`src/rtl/board_io_sequencer_pkg.sv`:
```
`default_nettype none
// +--------------------------------------------------------------------------+
// | board_io_pkg                                                             |
// | Shared boot-state type and parameter range check for board_io_sequencer. |
// | Revision: 1.0                                                            |
// +--------------------------------------------------------------------------+
package board_io_pkg;

   typedef enum logic [1:0] {
      WAIT_LOCK = 2'd0,
      RST_HOLD  = 2'd1,
      FETCH_DLY = 2'd2,
      RUN       = 2'd3
   } boot_state_e;

   function automatic bit params_ok(
      input int num_gpio,
      input int sync_stages,
      input int deb_tick_div,
      input int deb_ticks,
      input int rst_hold_cycles,
      input int fetch_delay_cycles
   );
      return (num_gpio >= 1) && (num_gpio <= 32) && (sync_stages >= 2) &&
             (deb_tick_div >= 2) && (deb_ticks >= 1) &&
             (rst_hold_cycles >= 1) && (fetch_delay_cycles >= 1);
   endfunction

endpackage
`default_nettype wire

```
`src/rtl/board_io_sequencer_if.sv`:
```
`default_nettype none
// +--------------------------------------------------------------------------+
// | board_io_sequencer_if                                                    |
// | Boot control and GPIO pad bundle between board top, sequencer and SoC.   |
// | Revision: 1.0                                                            |
// +--------------------------------------------------------------------------+
interface board_io_sequencer_if #(
   parameter int NUM_GPIO = 32
);
   import board_io_pkg::*;

   logic                pll_locked_i;
   logic                fetch_enable_i;
   logic                soc_rst_no;
   logic                fetch_enable_o;
   boot_state_e         boot_state_o;
   logic [NUM_GPIO-1:0] gpio_pad_i;
   logic [NUM_GPIO-1:0] deb_en_i;
   logic [NUM_GPIO-1:0] gpio_in_o;
   logic [NUM_GPIO-1:0] gpio_rise_o;
   logic [NUM_GPIO-1:0] gpio_fall_o;
   logic [NUM_GPIO-1:0] gpio_out_i;
   logic [NUM_GPIO-1:0] gpio_dir_i;
   logic [NUM_GPIO-1:0] gpio_pad_o;
   logic [NUM_GPIO-1:0] gpio_pad_t_o;

   modport slave (
      input  pll_locked_i, fetch_enable_i, gpio_pad_i, deb_en_i, gpio_out_i, gpio_dir_i,
      output soc_rst_no, fetch_enable_o, boot_state_o, gpio_in_o, gpio_rise_o,
             gpio_fall_o, gpio_pad_o, gpio_pad_t_o
   );

   modport master (
      output pll_locked_i, fetch_enable_i, gpio_pad_i, deb_en_i, gpio_out_i, gpio_dir_i,
      input  soc_rst_no, fetch_enable_o, boot_state_o, gpio_in_o, gpio_rise_o,
             gpio_fall_o, gpio_pad_o, gpio_pad_t_o
   );

endinterface
`default_nettype wire

```
`src/rtl/board_io_sequencer_debounce.sv`:
```
`default_nettype none
// +--------------------------------------------------------------------------+
// | gpio_debounce_ch                                                         |
// | One GPIO channel: tick-based debounce of a synchronised level + edges.   |
// | Revision: 1.0                                                            |
// +--------------------------------------------------------------------------+
module gpio_debounce_ch #(
   parameter int DEB_TICKS = 4
) (
   input  wire logic clk,
   input  wire logic rst_n,
   input  wire logic i_sync,
   input  wire logic i_tick,
   input  wire logic i_deb_en,
   output logic      o_level,
   output logic      o_rise,
   output logic      o_fall
);

   localparam int                 c_cnt_w    = $clog2(DEB_TICKS + 1);
   localparam logic [c_cnt_w-1:0] c_cnt_last = c_cnt_w'(DEB_TICKS - 1);
   localparam logic [c_cnt_w-1:0] c_cnt_one  = c_cnt_w'(1);

   logic [c_cnt_w-1:0] r_cnt;
   logic               r_level;
   logic               r_level_d;
   logic               r_rise;
   logic               r_fall;

   always_ff @(posedge clk or negedge rst_n) begin
      if (!rst_n) begin
         r_cnt     <= '0;
         r_level   <= 1'b0;
         r_level_d <= 1'b0;
         r_rise    <= 1'b0;
         r_fall    <= 1'b0;
      end else begin
         r_level_d <= r_level;
         r_rise    <= r_level & ~r_level_d;
         r_fall    <= ~r_level & r_level_d;
         if (!i_deb_en) begin
            r_level <= i_sync;
            r_cnt   <= '0;
         end else if (i_sync == r_level) begin
            r_cnt <= '0;
         end else if (i_tick) begin
            // The tick that brings the count to DEB_TICKS accepts the new level
            if (r_cnt >= c_cnt_last) begin
               r_level <= i_sync;
               r_cnt   <= '0;
            end else begin
               r_cnt <= r_cnt + c_cnt_one;
            end
         end
      end
   end

   assign o_level = r_level;
   assign o_rise  = r_rise;
   assign o_fall  = r_fall;

endmodule
`default_nettype wire

```
`src/rtl/board_io_sequencer.sv`:
```
`default_nettype none
// +--------------------------------------------------------------------------+
// | board_io_sequencer                                                       |
// | SoC reset/fetch boot sequencing from PLL lock plus GPIO pad conditioning.|
// | Revision: 1.0                                                            |
// +--------------------------------------------------------------------------+
module board_io_sequencer
   import board_io_pkg::*;
#(
   parameter int NUM_GPIO           = 32,
   parameter int SYNC_STAGES        = 2,
   parameter int DEB_TICK_DIV       = 500,
   parameter int DEB_TICKS          = 4,
   parameter int RST_HOLD_CYCLES    = 1024,
   parameter int FETCH_DELAY_CYCLES = 256
) (
   input wire logic            clk,
   input wire logic            rst_n,
   board_io_sequencer_if.slave io
);

   if (!params_ok(NUM_GPIO, SYNC_STAGES, DEB_TICK_DIV, DEB_TICKS,
                  RST_HOLD_CYCLES, FETCH_DELAY_CYCLES)) begin : g_param_check
      $error("board_io_sequencer: parameter out of range");
   end

   localparam int c_sync_w = NUM_GPIO + 2;
   localparam int c_pre_w  = $clog2(DEB_TICK_DIV);
   localparam int c_cnt_max = (RST_HOLD_CYCLES > FETCH_DELAY_CYCLES) ?
                              RST_HOLD_CYCLES : FETCH_DELAY_CYCLES;
   localparam int c_cnt_w  = $clog2(c_cnt_max + 1);

   localparam logic [c_pre_w-1:0] c_pre_last   = c_pre_w'(DEB_TICK_DIV - 1);
   localparam logic [c_pre_w-1:0] c_pre_one    = c_pre_w'(1);
   localparam logic [c_cnt_w-1:0] c_hold_last  = c_cnt_w'(RST_HOLD_CYCLES - 1);
   localparam logic [c_cnt_w-1:0] c_fetch_last = c_cnt_w'(FETCH_DELAY_CYCLES - 1);
   localparam logic [c_cnt_w-1:0] c_cnt_one    = c_cnt_w'(1);

   logic [c_sync_w-1:0] r_sync [SYNC_STAGES];
   logic [NUM_GPIO-1:0] w_gpio_s;
   logic                w_lock_s;
   logic                w_fetch_s;
   logic [c_pre_w-1:0]  r_pre;
   logic                w_tick;
   boot_state_e         r_state;
   logic [c_cnt_w-1:0]  r_cnt;
   logic                r_soc_rst_n;
   logic                r_fetch_en;
   logic [NUM_GPIO-1:0] r_pad_o;
   logic [NUM_GPIO-1:0] r_pad_t;
   logic [NUM_GPIO-1:0] w_gpio_in;
   logic [NUM_GPIO-1:0] w_gpio_rise;
   logic [NUM_GPIO-1:0] w_gpio_fall;

   // All asynchronous inputs share one synchroniser chain
   always_ff @(posedge clk or negedge rst_n) begin
      if (!rst_n) begin
         for (int i = 0; i < SYNC_STAGES; i++) r_sync[i] <= '0;
      end else begin
         r_sync[0] <= {io.fetch_enable_i, io.pll_locked_i, io.gpio_pad_i};
         for (int i = 1; i < SYNC_STAGES; i++) r_sync[i] <= r_sync[i-1];
      end
   end

   assign w_gpio_s  = r_sync[SYNC_STAGES-1][NUM_GPIO-1:0];
   assign w_lock_s  = r_sync[SYNC_STAGES-1][NUM_GPIO];
   assign w_fetch_s = r_sync[SYNC_STAGES-1][NUM_GPIO+1];

   always_ff @(posedge clk or negedge rst_n) begin
      if (!rst_n) begin
         r_pre <= '0;
      end else if (r_pre == c_pre_last) begin
         r_pre <= '0;
      end else begin
         r_pre <= r_pre + c_pre_one;
      end
   end

   assign w_tick = (r_pre == c_pre_last);

   always_ff @(posedge clk or negedge rst_n) begin
      if (!rst_n) begin
         r_state     <= WAIT_LOCK;
         r_cnt       <= '0;
         r_soc_rst_n <= 1'b0;
         r_fetch_en  <= 1'b0;
      end else begin
         r_cnt       <= r_cnt + c_cnt_one;
         // Gating on lock_s drops both outputs in the same cycle the state falls back
         r_soc_rst_n <= w_lock_s && ((r_state == FETCH_DLY) || (r_state == RUN));
         r_fetch_en  <= w_lock_s && (r_state == RUN) && w_fetch_s;
         if (!w_lock_s) begin
            r_state <= WAIT_LOCK;
            r_cnt   <= '0;
         end else begin
            case (r_state)
               WAIT_LOCK: begin
                  r_state <= RST_HOLD;
                  r_cnt   <= '0;
               end
               RST_HOLD: begin
                  if (r_cnt == c_hold_last) begin
                     r_state <= FETCH_DLY;
                     r_cnt   <= '0;
                  end
               end
               FETCH_DLY: begin
                  if (r_cnt == c_fetch_last) begin
                     r_state <= RUN;
                     r_cnt   <= '0;
                  end
               end
               RUN: begin
                  r_cnt <= '0;
               end
               default: begin
                  r_state <= WAIT_LOCK;
                  r_cnt   <= '0;
               end
            endcase
         end
      end
   end

   always_ff @(posedge clk or negedge rst_n) begin
      if (!rst_n) begin
         r_pad_o <= '0;
         r_pad_t <= '1;
      end else begin
         r_pad_o <= io.gpio_out_i;
         r_pad_t <= ~io.gpio_dir_i | {NUM_GPIO{~r_soc_rst_n}};
      end
   end

   for (genvar g = 0; g < NUM_GPIO; g++) begin : g_gpio
      gpio_debounce_ch #(
         .DEB_TICKS (DEB_TICKS)
      ) u_ch (
         .clk      (clk),
         .rst_n    (rst_n),
         .i_sync   (w_gpio_s[g]),
         .i_tick   (w_tick),
         .i_deb_en (io.deb_en_i[g]),
         .o_level  (w_gpio_in[g]),
         .o_rise   (w_gpio_rise[g]),
         .o_fall   (w_gpio_fall[g])
      );
   end

   assign io.soc_rst_no     = r_soc_rst_n;
   assign io.fetch_enable_o = r_fetch_en;
   assign io.boot_state_o   = r_state;
   assign io.gpio_in_o      = w_gpio_in;
   assign io.gpio_rise_o    = w_gpio_rise;
   assign io.gpio_fall_o    = w_gpio_fall;
   assign io.gpio_pad_o     = r_pad_o;
   assign io.gpio_pad_t_o   = r_pad_t;

endmodule
`default_nettype wire
```
`src/flat_wrapper.sv`:
```
// flat-port wrapper written by rule: the top's interface ports become plain ports
module board_io_sequencer_flat import board_io_pkg::*;
#(
   parameter int NUM_GPIO           = 32,
   parameter int SYNC_STAGES        = 2,
   parameter int DEB_TICK_DIV       = 500,
   parameter int DEB_TICKS          = 4,
   parameter int RST_HOLD_CYCLES    = 1024,
   parameter int FETCH_DELAY_CYCLES = 256
)
  (clk, rst_n, io_pll_locked_i, io_fetch_enable_i, io_gpio_pad_i, io_deb_en_i, io_gpio_out_i, io_gpio_dir_i, io_soc_rst_no, io_fetch_enable_o, io_boot_state_o, io_gpio_in_o, io_gpio_rise_o, io_gpio_fall_o, io_gpio_pad_o, io_gpio_pad_t_o);
  board_io_sequencer_if #(.NUM_GPIO(NUM_GPIO)) io_i ();
  input wire logic clk;
  input wire logic rst_n;
  input wire logic [$bits(io_i.pll_locked_i)-1:0] io_pll_locked_i;
  input wire logic [$bits(io_i.fetch_enable_i)-1:0] io_fetch_enable_i;
  input wire logic [$bits(io_i.gpio_pad_i)-1:0] io_gpio_pad_i;
  input wire logic [$bits(io_i.deb_en_i)-1:0] io_deb_en_i;
  input wire logic [$bits(io_i.gpio_out_i)-1:0] io_gpio_out_i;
  input wire logic [$bits(io_i.gpio_dir_i)-1:0] io_gpio_dir_i;
  output wire logic [$bits(io_i.soc_rst_no)-1:0] io_soc_rst_no;
  output wire logic [$bits(io_i.fetch_enable_o)-1:0] io_fetch_enable_o;
  output wire logic [$bits(io_i.boot_state_o)-1:0] io_boot_state_o;
  output wire logic [$bits(io_i.gpio_in_o)-1:0] io_gpio_in_o;
  output wire logic [$bits(io_i.gpio_rise_o)-1:0] io_gpio_rise_o;
  output wire logic [$bits(io_i.gpio_fall_o)-1:0] io_gpio_fall_o;
  output wire logic [$bits(io_i.gpio_pad_o)-1:0] io_gpio_pad_o;
  output wire logic [$bits(io_i.gpio_pad_t_o)-1:0] io_gpio_pad_t_o;
  assign io_i.pll_locked_i = io_pll_locked_i;
  assign io_i.fetch_enable_i = io_fetch_enable_i;
  assign io_i.gpio_pad_i = io_gpio_pad_i;
  assign io_i.deb_en_i = io_deb_en_i;
  assign io_i.gpio_out_i = io_gpio_out_i;
  assign io_i.gpio_dir_i = io_gpio_dir_i;
  assign io_soc_rst_no = io_i.soc_rst_no;
  assign io_fetch_enable_o = io_i.fetch_enable_o;
  assign io_boot_state_o = io_i.boot_state_o;
  assign io_gpio_in_o = io_i.gpio_in_o;
  assign io_gpio_rise_o = io_i.gpio_rise_o;
  assign io_gpio_fall_o = io_i.gpio_fall_o;
  assign io_gpio_pad_o = io_i.gpio_pad_o;
  assign io_gpio_pad_t_o = io_i.gpio_pad_t_o;
  board_io_sequencer #(.NUM_GPIO(NUM_GPIO), .SYNC_STAGES(SYNC_STAGES), .DEB_TICK_DIV(DEB_TICK_DIV), .DEB_TICKS(DEB_TICKS), .RST_HOLD_CYCLES(RST_HOLD_CYCLES), .FETCH_DELAY_CYCLES(FETCH_DELAY_CYCLES)) u_core (.clk(clk), .rst_n(rst_n), .io(io_i));
endmodule
```
`config.mk`:
```
export PLATFORM = sky130hd
export DESIGN_NAME = board_io_sequencer_flat
export DESIGN_NICKNAME = d
export VERILOG_FILES = /design/src/rtl/board_io_sequencer_pkg.sv /design/src/rtl/board_io_sequencer_if.sv /design/src/rtl/board_io_sequencer_debounce.sv /design/src/rtl/board_io_sequencer.sv /design/src/flat_wrapper.sv
export SDC_FILE = /design/constraint.sdc
export NUM_CORES = 1
export LEC_CHECK = 0
export CORE_MARGIN = 3
export CORE_UTILIZATION = 45
export DETAILED_ROUTE_END_ITERATION = 10
export PLACE_DENSITY = 0.76
export SETUP_SLACK_MARGIN = 0.4
export SYNTH_ARGS = -nofsm -noshare
export SYNTH_HDL_FRONTEND = slang
export SYNTH_SLANG_ARGS = --single-unit
```
`constraint.sdc`:
```
create_clock -name clk -period 2 [get_ports clk]
set_input_delay 0.3 -clock clk [delete_from_list [all_inputs] [get_ports clk]]
set_output_delay 0.3 -clock clk [all_outputs]
set_load 0.01 [all_outputs]
```
Word level (Yosys, flattened, before mapping):

Index checks and enable logic that the tools add are counted.

* $add $sub $neg: 34
* multiply operators: 0
* divide/modulo/power cells: 0
* order comparisons: 32
* eq/ne operators: 169
* shift-type cells: 0
* muxes and demuxes: 265
* bitwise operators: 131
* reduce and logical (&&, ||, !) cells: 39

Operators with widths (number)
* 3-bit 2-to-1 mux: 128
* 1-bit 2-to-1 mux: 128
* 2-bit by 1-bit inequality test with 1-bit output (second input constant): 64
* 3-bit AND reduction: 33
* 3-bit by 1-bit adder with 3-bit output (second input constant): 32
* 3-bit by 2-bit >= comparator with 1-bit output (second input constant): 32
* 3-bit by 1-bit inequality test with 1-bit output (second input constant): 32
* 1-bit inverter: 65
* 1-bit bitwise AND: 64
* 2-bit inequality test (second input constant): 32
* 11-bit 2-to-1 mux: 3
* 11-bit one-hot mux with 3 select lines: 1
* 1-bit equality test: 32
* 32-bit inverter: 1
* 32-bit OR: 1
* 11-bit by 1-bit adder with 11-bit output (second input constant): 1
* 11-bit by 10-bit equality test with 1-bit output (second input constant): 1
* 11-bit by 8-bit equality test with 1-bit output (second input constant): 1
* 9-bit by 1-bit adder with 9-bit output (second input constant): 1
* 9-bit equality test (second input constant): 1
* 9-bit 2-to-1 mux: 1
* 2-bit 2-to-1 mux: 3
* 3-bit inequality test (second input constant): 2
* 2-bit one-hot mux with 3 select lines: 1
* 7 further kinds: 10

* register bits after elaboration: 380
* latch bits: 0
* bits in writable memories: 0
* memory bits (read-only): 0
* input port bits: 132
* memories: 0

Depth between registers and ports, before layout:

Gate-level depths: netlist of run 1.

* depth after elaboration: 5
* mapped depth: 9
* mapped depth without buffers: 6

Modules after synthesis:

From an unflattened synthesis of run 1, not the netlist that was laid out.

* cells, all modules: 1150
* area, all modules: 14809.2 um^2

Modules (own cells, without submodules)
* gpio_debounce_ch at u_core.g_gpio[0].u_ch ...: times used 26, cells an instance 27, area an instance 316.6 um^2, sequential area each 175.2 um^2
* board_io_sequencer: times used 1, cells an instance 286, area an instance 4687.0 um^2, sequential area each 3943.8 um^2
* gpio_debounce_ch at u_core.g_gpio[4].u_ch ...: times used 6, cells an instance 27, area an instance 315.3 um^2, sequential area each 175.2 um^2

Worst setup path before layout of run 1:

OpenSTA, ideal clock, no wires.

* kind: flip-flop to flip-flop
* start point: register u_core.r_pre[0]
* end point: register u_core.g_gpio[17].u_ch.r_level
* library setup time: 125 ps
* arrival time: 1918 ps
* slack: -42 ps
* cell stages (with the launch flop): 8
* path buffers: 2
* period minus slack after synthesis: 2042 ps
* cells stage by stage: dfrtp_1 > ha_1 > nand4b_4 > or3_1 > buf_2 > clkbuf_1 > a21oi_1 > mux2_2

* cells in the longest elaborated chain, start to end: 3

Ends and longest elaborated chain
* start, declared: RTL line board_io_sequencer.sv:43 `logic [c_pre_w-1:0] r_pre;`
* start signal, assigned: RTL line board_io_sequencer.sv:75 `r_pre <= r_pre + c_pre_one;`
* 9-bit equality test: RTL line board_io_sequencer.sv:79 `assign w_tick = (r_pre == c_pre_last);`
* 2-bit by 1-bit inequality test with 1-bit output (no line)
* 3-bit AND reduction (no line)
* end signal, assigned: RTL line board_io_sequencer_debounce.sv:42 `r_level <= i_sync;`
* end signal, assigned: RTL line board_io_sequencer_debounce.sv:49 `r_level <= i_sync;`
* end, declared: RTL line board_io_sequencer_debounce.sv:25 `logic r_level;`

No other way between the ends.
A chain may end at the register's enable or synchronous reset.

Final worst setup path of run 1:

* start point: register u_core.r_pre[1]
* end point: register u_core.g_gpio[16].u_ch.r_level

* cells in the longest elaborated chain, start to end: 3

Ends and longest elaborated chain (RTL line)
* 9-bit equality test: board_io_sequencer.sv:79
* 2-bit by 1-bit inequality test with 1-bit output (no line)
* 3-bit AND reduction (no line)
* end signal, assigned: board_io_sequencer_debounce.sv:42
* end signal, assigned: board_io_sequencer_debounce.sv:49
* end, declared: board_io_sequencer_debounce.sv:25

No other way between the ends.

==> results of run 1 <==
## cells by family after synthesis
| logic type | after synthesis | share of synthesized area, % |
|---|---|---|
| AO/OA/AOI/OAI | 231 | 9.48 |
| XOR/XNOR | 43 | 2.42 |
| adder cells (fa/ha/maj) | 71 | 5.70 |
| buffers and inverters | 222 | 7.83 |
| flip-flops | 380 | 61.3 |
| multiplexers | 36 | 2.57 |
| AND/OR/NAND/NOR | 313 | 10.7 |
## critical path: cells and delay by family (launching register included)
| family | cells | cell delay (ns) |
|---|---|---|
| buffers and inverters | 1 | 0.20 |
| adder cells (fa/ha/maj) | 1 | 0.16 |
| flip-flops | 1 | 0.40 |
| multiplexers | 1 | 0.34 |
| AND/OR/NAND/NOR | 2 | 0.48 |
| AO/OA/AOI/OAI | 1 | 0.21 |
## routing by layer
layer  wire length, microns  up-vias  track usage (%)  part of all wire, %
met4                    947        0             7.14                  2.6
met2                  18500      318             33.0                   51
li1                       -     5096                -                    -
met5                      0        -                0                    0
met1                  13900     5415             22.7                   39
met3                   2630       69             5.84                  7.3
## stage by stage
stage / worst slack (ns) / cells / power, uW
finish: 0.0183 / 2124 / 19500
detailed placement: -0.00748 / 1983 / 11800
floorplan: 0.0703 / 1296 / 10400
CTS: 0.0320 / 2114 / 19700
global route: -0.0380 / 2124 / 20400
global placement: 0.0601 / 1983 / 11700
## how the worst max path moves through the flow
stage / to / cells past startpoint
after CTS: u_core.g_gpio[28].u_ch.o_level$_DFFE_PN0P_ / 6
after global routing: u_core.g_gpio[19].u_ch.o_level$_DFFE_PN0P_ / 6
after floorplan: u_core.g_gpio[18].u_ch.o_level$_DFFE_PN0P_ / 7
final: u_core.g_gpio[16].u_ch.o_level$_DFFE_PN0P_ / 6
after detailed placement: u_core.g_gpio[12].u_ch.o_level$_DFFE_PN0P_ / 5
after global placement: u_core.g_gpio[24].u_ch.o_level$_DFFE_PN0P_ / 6
## area by class of cell
type                            instances  area [sq um]
Tap cell                              448           561
Multi-Input combinational cell        694          5450
Clock inverter                         17           220
Clock buffer                           55          1160
Fill cell                            2449         12100
Inverter                               93           349
Sequential cell                       380          9580
Timing Repair Buffer                  437          4390
## power by group
| part | internal, uW | leakage (uW) | switching [uW] | total (uW) |
|---|---|---|---|---|
| sequential | 8400 | 0.00469 | 341 | 8750 |
| clock | 4700 | 0.000685 | 2970 | 7670 |
| combinational | 1570 | 0.00518 | 1470 | 3040 |
## sequential cells by signal, indices dropped and copies added, names as in the netlist
| register | cells |
|---|---|
| u_core.io.soc_rst_no | 1 |
| u_core.io.fetch_enable_o | 1 |
| u_core.g_gpio.u_ch.r_level_d | 32 |
| u_core.r_pre | 9 |
| u_core.g_gpio.u_ch.o_fall | 32 |
| u_core.r_cnt | 11 |
| u_core.g_gpio.u_ch.o_level | 32 |
| u_core.io.gpio_pad_t_o | 32 |
| u_core.g_gpio.u_ch.r_cnt | 96 |
| u_core.io.boot_state_o | 2 |
| u_core.io.gpio_pad_o | 32 |
| u_core.g_gpio.u_ch.o_rise | 32 |
| u_core.r_sync | 68 |
## timing repair
action	CTS	global route
endpoints found under the hold margin	41	0
hold buffers	1	0
gates cloned	7	0
pin swaps	32	59
gates resized for setup	245	164
setup buffers	51	10
endpoints found under the setup margin	303	244
## synth_stat cells (27+ instances only)
cell                       count
sky130_fd_sc_hd__mux2_2       32
sky130_fd_sc_hd__dfstp_2      32
sky130_fd_sc_hd__nor2b_1      65
sky130_fd_sc_hd__buf_4        96
sky130_fd_sc_hd__o211ai_1     51
sky130_fd_sc_hd__inv_1        93
sky130_fd_sc_hd__xnor2_1      36
sky130_fd_sc_hd__nand2_1      54
sky130_fd_sc_hd__ha_1         71
sky130_fd_sc_hd__nand3_1     111
sky130_fd_sc_hd__a21oi_1     121
sky130_fd_sc_hd__nor2_1       27
sky130_fd_sc_hd__dfrtp_1     348
==> tab_implementation.tex, run 1 <==
\begin{tabular}{lr}
\hline
Metric & Value \\
\hline
\multicolumn{2}{l}{\textbf{Status}} \\
Run status & finished clean \\
\multicolumn{2}{l}{\textbf{Synth}} \\
Top cell type's share of synthesized area & 55.9\% \\
Synthesized area per cell & 12.0 sq um \\
Cells after synthesis & 1,296 \\
Most area-consuming cells after synthesis & sky130\_fd\_sc\_hd\_\_dfrtp\_1 56\%, sky130\_fd\_sc\_hd\_\_ha\_1 5.7\%, sky130\_fd\_sc\_hd\_\_dfstp\_2 5.4\% \\
Synth cell types & 44 \\
Number of nets in the synthesized netlist & about 1.5k \\
Top cell type by total area after synthesis & sky130\_fd\_sc\_hd\_\_dfrtp\_1 \\
Flip-flop cell with the highest count after synthesis & sky130\_fd\_sc\_hd\_\_dfrtp\_1 \\
Async set or reset register ratio after synthesis & 100\% \\
Combined area of all synthesized cells & 0.0156 sq mm \\
Register area share after synthesis & 61.3\% \\
Number of enable-type register cells in the synthesized netlist & 0 \\
Number of flip-flops and latches in the synthesized netlist & 380 \\
Count of synthesis-stage warnings from yosys & 0 \\
\multicolumn{2}{l}{\textbf{Min path}} \\
Hold path cells & 1 \\
Worst hold endpoint & u\_core.r\_sync[41]\$\_DFF\_PN0\_ \\
Origin of the worst min-delay path & io\_gpio\_pad\_i[7] \\
Path type of the worst min-delay path & input pin to register \\
\multicolumn{2}{l}{\textbf{Die}} \\
Die Ht & 192 microns \\
Die X-Extent & between 150 and 200 microns \\
Cell row count & 67 \\
Full die area & 0.0369 sq mm \\
Initial Utilization & 46.1\% \\
Floorplan Core Area & 0.0338 sq mm \\
Number of ports placed on the die boundary & 296 \\
\multicolumn{2}{l}{\textbf{Global route}} \\
Wire length of the first global-routing pass & 56.6 mm \\
Initial antenna violation count & 0 \\
Largest net degree at the start of global routing & 65 \\
Vias in the first global route & 11.4k \\
Global route overflow & 0 \\
All-layer global routing usage & 19.2\% \\
\multicolumn{2}{l}{\textbf{Route}} \\
Antenna violation net count after detailed routing & 0 \\
Number of DRC violations after detailed-routing iteration 0 & 532 \\
DR vias/cell & 5.13 \\
Drc violations & 0 \\
First-pass iteration count of the detailed router & 5 \\
Total wire length & approximately 36 mm \\
Final routed wire length divided by cell count & 17.0 microns \\
Vias & 10.9k \\
\multicolumn{2}{l}{\textbf{Worst setup path}} \\
Slowest library cell on the worst path & sky130\_fd\_sc\_hd\_\_dfrtp\_1 \\
Start point of the critical path & u\_core.r\_pre[1]\$\_DFF\_PN0\_ \\
Destination of the worst register-to-register timing path & u\_core.g\_gpio[16].u\_ch.o\_level\$\_DFFE\_PN0P\_ \\
Worst reg2reg startpoint & u\_core.r\_pre[1]\$\_DFF\_PN0\_ \\
Worst-path fanout max & 64 \\
Reg-to-reg slack, setup & 0.02 ns \\
WP data arrival & 2.41 ns \\
Cell Chain, Critical Path & ha\_4 -> nand4b\_4 -> or3\_4 -> buf\_12 -> a21oi\_1 -> mux2\_2 \\
Worst EP required & 2.43 ns \\
Category of the worst setup path launch point & register \\
Endpoint kind of the worst setup timing path & register \\
Type of the setup path with the least slack & register to register \\
Slowest Stage Delay on Critical Path & 0.40 ns \\
Number of cells on the worst reg-to-reg path & 6 \\
\multicolumn{2}{l}{\textbf{STA}} \\
Final Hold Fails & 0 \\
Top achievable clock speed & 505 MHz \\
Final TNS setup & 0 ns \\
Slew Limit Headroom & 65.8\% \\
Final setup violation count & 0 \\
Actual transition at the worst max-transition pin & 0.510 ns \\
Share of the cycle needed by the critical path after routing & 99.1\% \\
Setup repair after global routing missed its margin & true \\
Minimum clock period & 1.98 ns \\
Final slew viol count & 0 \\
Worst-case clock skew & 0.0135 ns \\
Final hold slack & approximately 0.19 ns \\
\multicolumn{2}{l}{\textbf{Cells and area}} \\
N\_diodes & 0 \\
Final non-filler cell area & about 0.022 sq mm \\
Signed area change from the synthesized netlist to the final layout & 39.4\% \\
Core utilization of the finished layout & between 60\% and 70\% \\
Most frequent cells in the layout & 321 x sky130\_fd\_sc\_hd\_\_dfrtp\_1, 130 x sky130\_fd\_sc\_hd\_\_clkdlybuf4s50\_1, 117 x sky130\_fd\_sc\_hd\_\_buf\_4 \\
Net total in the final layout & between 1.5k and 2k \\
Leading cell type in the layout, fill and taps excluded & sky130\_fd\_sc\_hd\_\_dfrtp\_1 \\
Fraction of final layout cells with drive strength greater than 1 & about a quarter \\
\multicolumn{2}{l}{\textbf{Place}} \\
HPWL after detailed placement & $\sim$22 mm \\
Post-place instance area & 0.0190 sq mm \\
Input/output buffers & 295 \\
Routability congestion estimate from global placement & 0.809 \\
\multicolumn{2}{l}{\textbf{Clock network}} \\
Cell chosen for the clock root & sky130\_fd\_sc\_hd\_\_clkbuf\_16 \\
TritonCTS buffer count & 40 \\
TritonCTS clock tree & done \\
\# clock sinks & 380 \\
CTS clk-pin slew, worst paths & around 0.06 ns \\
Maximum buffer depth of the clock tree & 3 \\
Deepest level of the CTS H-tree & 2 \\
Insertion delay to the later sink of the worst-skew pair & 0.55 ns \\
\multicolumn{2}{l}{\textbf{Power}} \\
Leakage & 0.0106 uW \\
PD cells & 896 mW/mm\^{}2 \\
Worst vdd ir & 716 uV \\
\multicolumn{2}{l}{\textbf{Job}} \\
Max cap viols & 0 \\
\hline
\end{tabular}
Power figures use the tool's default switching activity.
==> inputs of run 2 (changes only) <==
--- a/config.mk
+++ b/config.mk
@@ -13,3 +13,4 @@
 export SYNTH_ARGS = -nofsm -noshare
 export SYNTH_HDL_FRONTEND = slang
 export SYNTH_SLANG_ARGS = --single-unit
+export TNS_END_PERCENT = 100
==> results of run 2 <==
Final layout, timing and power as in run 1 (identical DEF).
